**src/rtl/slot_allocator.sv**
```systemverilog
// slot_allocator: parking-lot occupancy controller serving entry/exit gates over a req/ack handshake.
// Optional macro ALLOC_ROTATE_EN: free-slot search starts after the last granted slot and wraps.
module slot_allocator #(
    parameter int SLOTS = 8,
    parameter int IDW   = 3,
    parameter int CW    = 4
) (
    input  logic             clk,
    input  logic             rst_n,
    input  logic             entry_req,
    input  logic             exit_req,
    input  logic [IDW-1:0]   exit_slot,
    output logic             entry_ack,
    output logic             entry_nack,
    output logic [IDW-1:0]   entry_slot,
    output logic             exit_ack,
    output logic             exit_err,
    output logic [SLOTS-1:0] occupancy,
    output logic [CW-1:0]    parked,
    output logic [CW-1:0]    free,
    output logic             full,
    output logic             empty
);

    typedef enum logic [1:0] {
        IDLE      = 2'd0,
        RESP      = 2'd1,
        WAIT_DROP = 2'd2
    } state_t;

    localparam logic [IDW:0]  SLOTS_EXT = (IDW+1)'(SLOTS);
    localparam logic [CW-1:0] SLOTS_CNT = CW'(SLOTS);

    function automatic logic [CW-1:0] popcount(input logic [SLOTS-1:0] vec);
        logic [CW-1:0] cnt;
        cnt = '0;
        for (int i = 0; i < SLOTS; i++) begin
            cnt = cnt + CW'(vec[i]);
        end
        return cnt;
    endfunction

    // First zero bit at or after start, wrapping modulo SLOTS; scanning downwards lets the closest win.
    function automatic logic [IDW-1:0] find_free(input logic [SLOTS-1:0] vec,
                                                 input logic [IDW-1:0]   start);
        logic [IDW-1:0] idx;
        logic [IDW-1:0] cand;
        idx = '0;
        for (int i = SLOTS - 1; i >= 0; i--) begin
            cand = IDW'((int'(start) + i) % SLOTS);
            if (!vec[cand]) begin
                idx = cand;
            end else begin
                idx = idx;
            end
        end
        return idx;
    endfunction

    state_t           state_q, state_d;
    logic             serve_exit_q, serve_exit_d;
    logic [IDW-1:0]   exit_slot_q, exit_slot_d;
    logic [SLOTS-1:0] occ_q, occ_d;
    logic [CW-1:0]    parked_q, parked_d;
    logic [CW-1:0]    free_q, free_d;
    logic             full_q, full_d;
    logic             empty_q, empty_d;
    logic [IDW-1:0]   entry_slot_q, entry_slot_d;
    logic             entry_ack_q, entry_ack_d;
    logic             entry_nack_q, entry_nack_d;
    logic             exit_ack_q, exit_ack_d;
    logic             exit_err_q, exit_err_d;

    logic [IDW-1:0]   search_start_s;
    logic [IDW-1:0]   sel_slot_s;
    logic             exit_slot_ok_s;
    logic             served_req_s;

`ifdef ALLOC_ROTATE_EN
    logic [IDW-1:0]   ptr_q, ptr_d;
    assign search_start_s = ptr_q;
`else
    assign search_start_s = '0;
`endif

    assign sel_slot_s     = find_free(occ_q, search_start_s);
    assign exit_slot_ok_s = ({1'b0, exit_slot_q} < SLOTS_EXT);
    assign served_req_s   = serve_exit_q ? exit_req : entry_req;

    // Next-state: request arbitration, one-cycle response and counts derived from the next occupancy.
    always_comb begin
        state_d      = state_q;
        serve_exit_d = serve_exit_q;
        exit_slot_d  = exit_slot_q;
        occ_d        = occ_q;
        entry_slot_d = entry_slot_q;
        entry_ack_d  = 1'b0;
        entry_nack_d = 1'b0;
        exit_ack_d   = 1'b0;
        exit_err_d   = 1'b0;
`ifdef ALLOC_ROTATE_EN
        ptr_d        = ptr_q;
`endif
        case (state_q)
            IDLE: begin
                if (exit_req) begin
                    serve_exit_d = 1'b1;
                    exit_slot_d  = exit_slot;
                    state_d      = RESP;
                end else if (entry_req) begin
                    serve_exit_d = 1'b0;
                    state_d      = RESP;
                end else begin
                    state_d      = IDLE;
                end
            end
            RESP: begin
                if (serve_exit_q) begin
                    if (exit_slot_ok_s && occ_q[exit_slot_q]) begin
                        occ_d[exit_slot_q] = 1'b0;
                        exit_ack_d         = 1'b1;
                    end else begin
                        exit_err_d         = 1'b1;
                    end
                end else begin
                    if (full_q) begin
                        entry_nack_d       = 1'b1;
                    end else begin
                        occ_d[sel_slot_s]  = 1'b1;
                        entry_slot_d       = sel_slot_s;
                        entry_ack_d        = 1'b1;
`ifdef ALLOC_ROTATE_EN
                        ptr_d              = IDW'((int'(sel_slot_s) + 1) % SLOTS);
`endif
                    end
                end
                state_d = WAIT_DROP;
            end
            WAIT_DROP: begin
                if (!served_req_s) begin
                    state_d = IDLE;
                end else begin
                    state_d = WAIT_DROP;
                end
            end
            default: begin
                state_d = IDLE;
            end
        endcase
        parked_d = popcount(occ_d);
        free_d   = SLOTS_CNT - parked_d;
        full_d   = (parked_d == SLOTS_CNT);
        empty_d  = (parked_d == {CW{1'b0}});
    end

    // State and registered outputs; everything clears the moment rst_n falls.
    always_ff @(posedge clk or negedge rst_n) begin
        if (!rst_n) begin
            state_q      <= IDLE;
            serve_exit_q <= 1'b0;
            exit_slot_q  <= '0;
            occ_q        <= '0;
            parked_q     <= '0;
            free_q       <= SLOTS_CNT;
            full_q       <= 1'b0;
            empty_q      <= 1'b1;
            entry_slot_q <= '0;
            entry_ack_q  <= 1'b0;
            entry_nack_q <= 1'b0;
            exit_ack_q   <= 1'b0;
            exit_err_q   <= 1'b0;
`ifdef ALLOC_ROTATE_EN
            ptr_q        <= '0;
`endif
        end else begin
            state_q      <= state_d;
            serve_exit_q <= serve_exit_d;
            exit_slot_q  <= exit_slot_d;
            occ_q        <= occ_d;
            parked_q     <= parked_d;
            free_q       <= free_d;
            full_q       <= full_d;
            empty_q      <= empty_d;
            entry_slot_q <= entry_slot_d;
            entry_ack_q  <= entry_ack_d;
            entry_nack_q <= entry_nack_d;
            exit_ack_q   <= exit_ack_d;
            exit_err_q   <= exit_err_d;
`ifdef ALLOC_ROTATE_EN
            ptr_q        <= ptr_d;
`endif
        end
    end

    assign occupancy  = occ_q;
    assign parked     = parked_q;
    assign free       = free_q;
    assign full       = full_q;
    assign empty      = empty_q;
    assign entry_slot = entry_slot_q;
    assign entry_ack  = entry_ack_q;
    assign entry_nack = entry_nack_q;
    assign exit_ack   = exit_ack_q;
    assign exit_err   = exit_err_q;

endmodule

```
**config.mk**
```make
export PLATFORM = sky130hd
export DESIGN_NAME = slot_allocator
export DESIGN_NICKNAME = d
export VERILOG_FILES = /design/src/rtl/slot_allocator.sv
export SDC_FILE = /design/constraint.sdc
export NUM_CORES = 1
export LEC_CHECK = 0
export BUFFER_PORTS_ARGS = -buffer_cell sky130_fd_sc_hd__buf_2
export CAP_MARGIN = 10
export CORE_AREA = 4 4 43 83
export CTS_CLUSTER_SIZE = 12
export DETAILED_ROUTE_END_ITERATION = 10
export DIE_AREA = 0 0 47 87
export PLACE_DENSITY = 0.79
export SYNTH_ARGS = -nofsm -noshare
export SYNTH_HDL_FRONTEND = slang
export SYNTH_SLANG_ARGS = --single-unit
```
**constraint.sdc**
```tcl
create_clock -name clk -period 5.1 [get_ports clk]
set_input_delay 0.51 -clock clk [delete_from_list [all_inputs] [get_ports clk]]
set_output_delay 0.51 -clock clk [all_outputs]
set_load 0.005 [all_outputs]
```
Word level (Yosys, flattened, before mapping)
Cells that the tools add are included.
{"block": "op_classes", "add_sub_neg": 8, "mul": 0, "div": 0, "order_cmp": 4, "eq_ne": 3, "shifts": 0, "muxes": 37, "bitwise_logic": 5, "reduce_logical": 8}
{"cell": "8-bit two-way mux", "n": 4}
{"cell": "3-bit two-way mux", "n": 8}
{"cell": "1-bit two-way mux", "n": 19}
{"cell": "4-bit by 1-bit adder with 4-bit output", "n": 4}
{"cell": "8-bit bitwise AND", "n": 1}
{"cell": "3-bit by 4-bit < comparator with 1-bit output, second input constant", "n": 2}
{"cell": "8-bit NOT", "n": 1}
{"cell": "8-bit bitwise OR", "n": 1}
{"cell": "1-bit demux with 3-bit select", "n": 2}
{"cell": "3-bit by 1-bit >= comparator with 1-bit output, second input constant", "n": 2}
{"cell": "2-bit case mux with 3 select lines", "n": 1}
{"cell": "3-bit by 1-bit adder with 4-bit output", "n": 1}
{"cell": "4-bit == test, second input constant", "n": 1}
{"cell": "4-bit zero test", "n": 1}
{"cell": "2-bit two-way mux", "n": 2}
{"cell": "2-bit AND reduction", "n": 2}
{"cell": "4-bit subtractor, first input constant", "n": 1}
{"cell": "2-bit by 1-bit adder with 3-bit output", "n": 1}
{"cell": "1-bit binary-select mux with 3-bit select", "n": 1}
{"cell": "3-bit AND reduction", "n": 1}
{"cell": "1-bit by 1-bit adder with 2-bit output", "n": 1}
{"cell": "2-bit by 1-bit == test with 1-bit output, second input constant", "n": 1}
{"cell": "2-bit == test, second input constant", "n": 1}
{"cell": "1-bit logical AND", "n": 2}
{"cell": "other kinds (3)", "n": 4}
{"block": "totals", "regBits": 31, "latchBits": 0, "mem_bits_rw": 0, "romBits": 0, "input_bits": 7, "out_inout_bits": 25, "word_cells": 78, "memories": 0}

Longest topological paths before layout
{"block": "depth", "word_depth": 24, "mapped_depth": 16, "mapped_depth_nobuf": 16}

Least setup slack after synthesis
Ideal clock, no wire load.
{"block": "synth_timing", "path_kind": "reg-to-reg", "startpoint": "register state_q[1]", "endpoint": "register free_q[3], in the netlist free[3]", "setup_ns": 0.075, "t_arrival_ns": 4.043, "required_ns": 5.025, "path_slack_ns": 0.982, "stages_incl_launch_ff": 17, "path_buffers": 0, "synth_period_minus_slack_ns": 4.118, "path_cell_list": "dfrtp_1 nand2b_1 or3_4 clkinv_2 and3_4 a21oi_1 a41o_1 fa_1 inv_1 fa_1 fa_1 ha_1 inv_1 fa_1 inv_1 nor3_1 xnor2_1"}
{"block": "synth_via", "elab_chain_cells": 10}
{"element": "from (decl)", "line": "60", "rtl": "state_t state_q, state_d;"}
{"element": "from (signal assigned)", "line": "176", "rtl": "state_q <= state_d;"}
{"element": "2-bit by 1-bit == test with 1-bit output (*)", "line": "104", "rtl": "case (state_q)"}
{"element": "8-bit two-way mux (*)", "line": "104"}
{"element": "1-bit by 1-bit adder with 2-bit output", "line": "38", "rtl": "cnt = cnt + CW'(vec[i]);"}
{"element": "2-bit by 1-bit adder with 3-bit output", "line": "38"}
{"element": "3-bit by 1-bit adder with 4-bit output", "line": "38"}
{"element": "4-bit by 1-bit adder with 4-bit output (3 in series)", "line": "38"}
{"element": "4-bit by 1-bit adder with 4-bit output (*)", "line": "38"}
{"element": "net parked_d[1]", "line": "64", "rtl": "logic [CW-1:0] parked_q, parked_d;"}
{"element": "4-bit subtractor (*)", "line": "151", "rtl": "free_d = SLOTS_CNT - parked_d;"}
{"element": "net free_d[3]", "line": "65", "rtl": "logic [CW-1:0] free_q, free_d;"}
{"element": "to (signal assigned)", "line": "181", "rtl": "free_q <= free_d;"}
{"element": "to (decl)", "line": "65"}
The timed path passes the listed nets; every way through them passes the cells marked *.
A chain may end at the register's enable or synchronous reset.

Final worst setup path
Same ends and word-level chain as after synthesis.

==> impl_metrics.toml <==
[clock_tree]
cts_hold_repair.buffers = 0
clk-insertion-delay-late_ps = 280
clkSinkCount = 30
cts_tree = "built"
cts_bufs_inserted = 5
clk_path_buf_depth = 2
ctsResizeCount = 0
clk_pin_slew_worst_paths_ps = 70
ctsRootBufferMaster = "sky130_fd_sc_hd__clkbuf_8"
htree_num_levels = 2
cts_setup_buffers = 0

[sta]
fin_crit_ps = 4560
fin_tns_setup_ps = 0
setup_viol = 0
timing_worst_slew_pin_value_ps = 669.3
finalMaxSlewViolations = 0
final.setup.worst_slack_ps = 540.4
number_of_hold_violations_in_the_final_report = 0
grt_setup_unrepaired = "no"
skew_ps = 7.448
post-route-period-util_pct = 89.40
fmax_mhz = 219.3
timing.slew.headroom_pct = 55.38

[die]
design.portCount = 32
dieArea_um2 = 4089
row_count = 28
die_span_in_y_um = 87
dieWidth_um = 47
start_util_pct = 50.81
core_area_um2 = 2943

[global_routing]
grt_start_max_net_pins = 31
grtUsageTotal_pct = 19.54
grt_pass1_wl_um = 5651
grt_antenna_before_repair = 0
overflow = 0
grt_pass1_vias = 1230

[final_layout]
design.final.nets = 182
final_cell_count_without_fillers = 198
final.fill_count = 265
num_antenna_cells = 0
layout.cells.most_common = "sky130_fd_sc_hd__buf_2"
synthToLayoutAreaGrowth_pct = 16.99
post_route_cells_drive_above_1_share_pct = 30.36
most-common-layout-cells = "31 x sky130_fd_sc_hd__buf_2, 28 x sky130_fd_sc_hd__dfrtp_1, 11 x sky130_fd_sc_hd__nand2_1"

[synth]
avgSynthCellArea_um2 = 10.99
synth_cells = 136
synth_cell_types = 45
synth_async_sr_flop_share_pct = 100.0
dominantRegCellSynth = "sky130_fd_sc_hd__dfrtp_1"
seq_area_frac_synth_pct = 50.38
syn_nets = 151
synth_seq_cells = 30
number_of_flops_mapped_to_enable_cells_by_yosys = 0
synth_area_um2 = 1495
yosys_warnings = 0

[min_path]
hp-class = "in -> async"

[setup_path]
worstPathRequired_ps = 5310
crit_path_max_fanout = 5
reg2regPathDepth = 16
timing.critical_path.to_type = "register"
type_of_the_setup_path_with_the_least_slack = "reg -> reg"
rr_endpoint = "free[3]"
worstSetupStartpointType = "register"
worst-endpoint-arrival_ps = 4770
timing.reg2reg.setup_slack_ps = 540
rr_startpoint = "state_q[1]"

[place]
dp_cells = 190
routabilityCongestion = 0.8595
detailedPlace.worstSlack_ps = 603.7
io_buffer_count = 31
detailed_place_hpwl_um = 2535

[detailed_routing]
drt-total-wl_um = 3376
dr.first_iter.drc_count = 49
count_of_unresolved_drc_violations_after_routing = 0
detailedRoute.firstPassIterationCount = 4
route.vias.total = 1162
wl_per_cell_um = 17.05
via_per_inst = 5.869
ant_nets = 0

[outcome]
status = "completed"

[power_and_ir_drop]
leakage_nw = 0.8782
irDropWorstVdd_mv = 0.7788
post-layout-total-power_w = 0.001531
power_density_nw_per_um2 = 875.4

[job]
cap_violations = 0
==> Yosys cell counts (3+ instances only) <==
| library cell | instances | area (um^2) |
|---|---|---|
| sky130_fd_sc_hd__nor2b_1 | 4 | 25.02 |
| sky130_fd_sc_hd__nand2b_1 | 4 | 25.02 |
| sky130_fd_sc_hd__fa_1 | 4 | 80.08 |
| sky130_fd_sc_hd__o21ai_0 | 6 | 30.03 |
| sky130_fd_sc_hd__nand4_1 | 3 | 18.77 |
| sky130_fd_sc_hd__nor2_1 | 7 | 26.28 |
| sky130_fd_sc_hd__buf_2 | 3 | 15.01 |
| sky130_fd_sc_hd__inv_1 | 10 | 37.54 |
| sky130_fd_sc_hd__xnor2_1 | 3 | 26.28 |
| sky130_fd_sc_hd__dfrtp_1 | 28 | 700.7 |
| sky130_fd_sc_hd__mux2_2 | 4 | 45.04 |
| sky130_fd_sc_hd__clkbuf_1 | 3 | 11.26 |
| sky130_fd_sc_hd__nand2_1 | 11 | 41.29 |
| sky130_fd_sc_hd__ha_1 | 4 | 50.05 |
==> where the power goes <==
| part | switching, W | internal, W |
|---|---|---|
| Clock | 0.0000908 | 0.000108 |
| Combinational | 0.000455 | 0.000402 |
| Sequential | 0.000115 | 0.000360 |
| Total | 0.000661 | 0.000870 |
==> logic make-up after synthesis <==
group                    Yosys count  share of synthesized area, %
AO/OA/AOI/OAI                     27                         13.22
multiplexers                       6                         4.351
flip-flops                        30                         50.38
XOR/XNOR                           3                         1.758
buffers and inverters             18                         5.104
adder cells (fa/ha/maj)            8                         8.703
AND/OR/NAND/NOR                   44                         16.49
==> cell type report <==
type / instances / area, um^2 / share of cell area, %
flip-flops and latches: 30 / 753.2 / 43.06
multi-input cells: 88 / 665.6 / 38.05
repair buffers: 31 / 155.1 / 8.870
clock buffers: 6 / 82.58 / 4.721
inverters: 11 / 42.54 / 2.432
well taps: 30 / 37.54 / 2.146
clock inverters: 2 / 12.51 / 0.7153
==> layer usage <==
| metal | global-route usage, % | routed length [um] | vias to the layer above |
|---|---|---|---|
| met5 | 0 | 0 | - |
| met4 | 11.84 | 120 | 0 |
| met3 | 4.348 | 192 | 13 |
| met2 | 33.58 | 1945 | 43 |
| met1 | 20.00 | 1118 | 576 |
| li1 | - | - | 530 |
==> worst max-delay path, stage by stage (launching register included) <==
cell	delay, ps
sky130_fd_sc_hd__dfrtp_1	410
sky130_fd_sc_hd__nand2b_1	190
sky130_fd_sc_hd__or3_4	380
sky130_fd_sc_hd__clkinv_2	90
sky130_fd_sc_hd__and3_4	210
sky130_fd_sc_hd__a21oi_1	90
sky130_fd_sc_hd__a41o_1	250
sky130_fd_sc_hd__fa_1	530
sky130_fd_sc_hd__inv_1	60
sky130_fd_sc_hd__fa_1	490
sky130_fd_sc_hd__fa_1	540
sky130_fd_sc_hd__ha_1	170
sky130_fd_sc_hd__inv_1	50
sky130_fd_sc_hd__fa_1	520
sky130_fd_sc_hd__inv_1	60
sky130_fd_sc_hd__nor3_1	250
sky130_fd_sc_hd__xnor2_1	170
==> worst max path at each step <==
stage,startpoint,to,cells past startpoint
after CTS,state_q[1],free[3],16
after global placement,state_q[1],full,16
after floorplan,state_q[1],free[3],16
after detailed placement,state_q[1],free[3],16
final,state_q[1],free[3],16
after global routing,state_q[1],free[3],16
==> metrics by stage <==
step	hold slack [ps]	area [um^2]	utilization (%)
global placement	467.6	1654	56.21
detailed placement	461.7	1654	56.21
finish	253.8	1749	59.44
global route	300.0	1749	59.44
CTS	273.2	1749	59.44
floorplan	214.4	1495	-
==> flip-flops by register name, summed over array words and instances, names as in the netlist <==
register / flops
occupancy: 8
free: 4
entry_slot: 3
exit_slot_q: 3
parked: 3
state_q: 2
empty: 1
entry_ack: 1
entry_nack: 1
exit_ack: 1
exit_err: 1
full: 1
serve_exit_q: 1
Note: power is estimated with default switching activity, not from simulation.
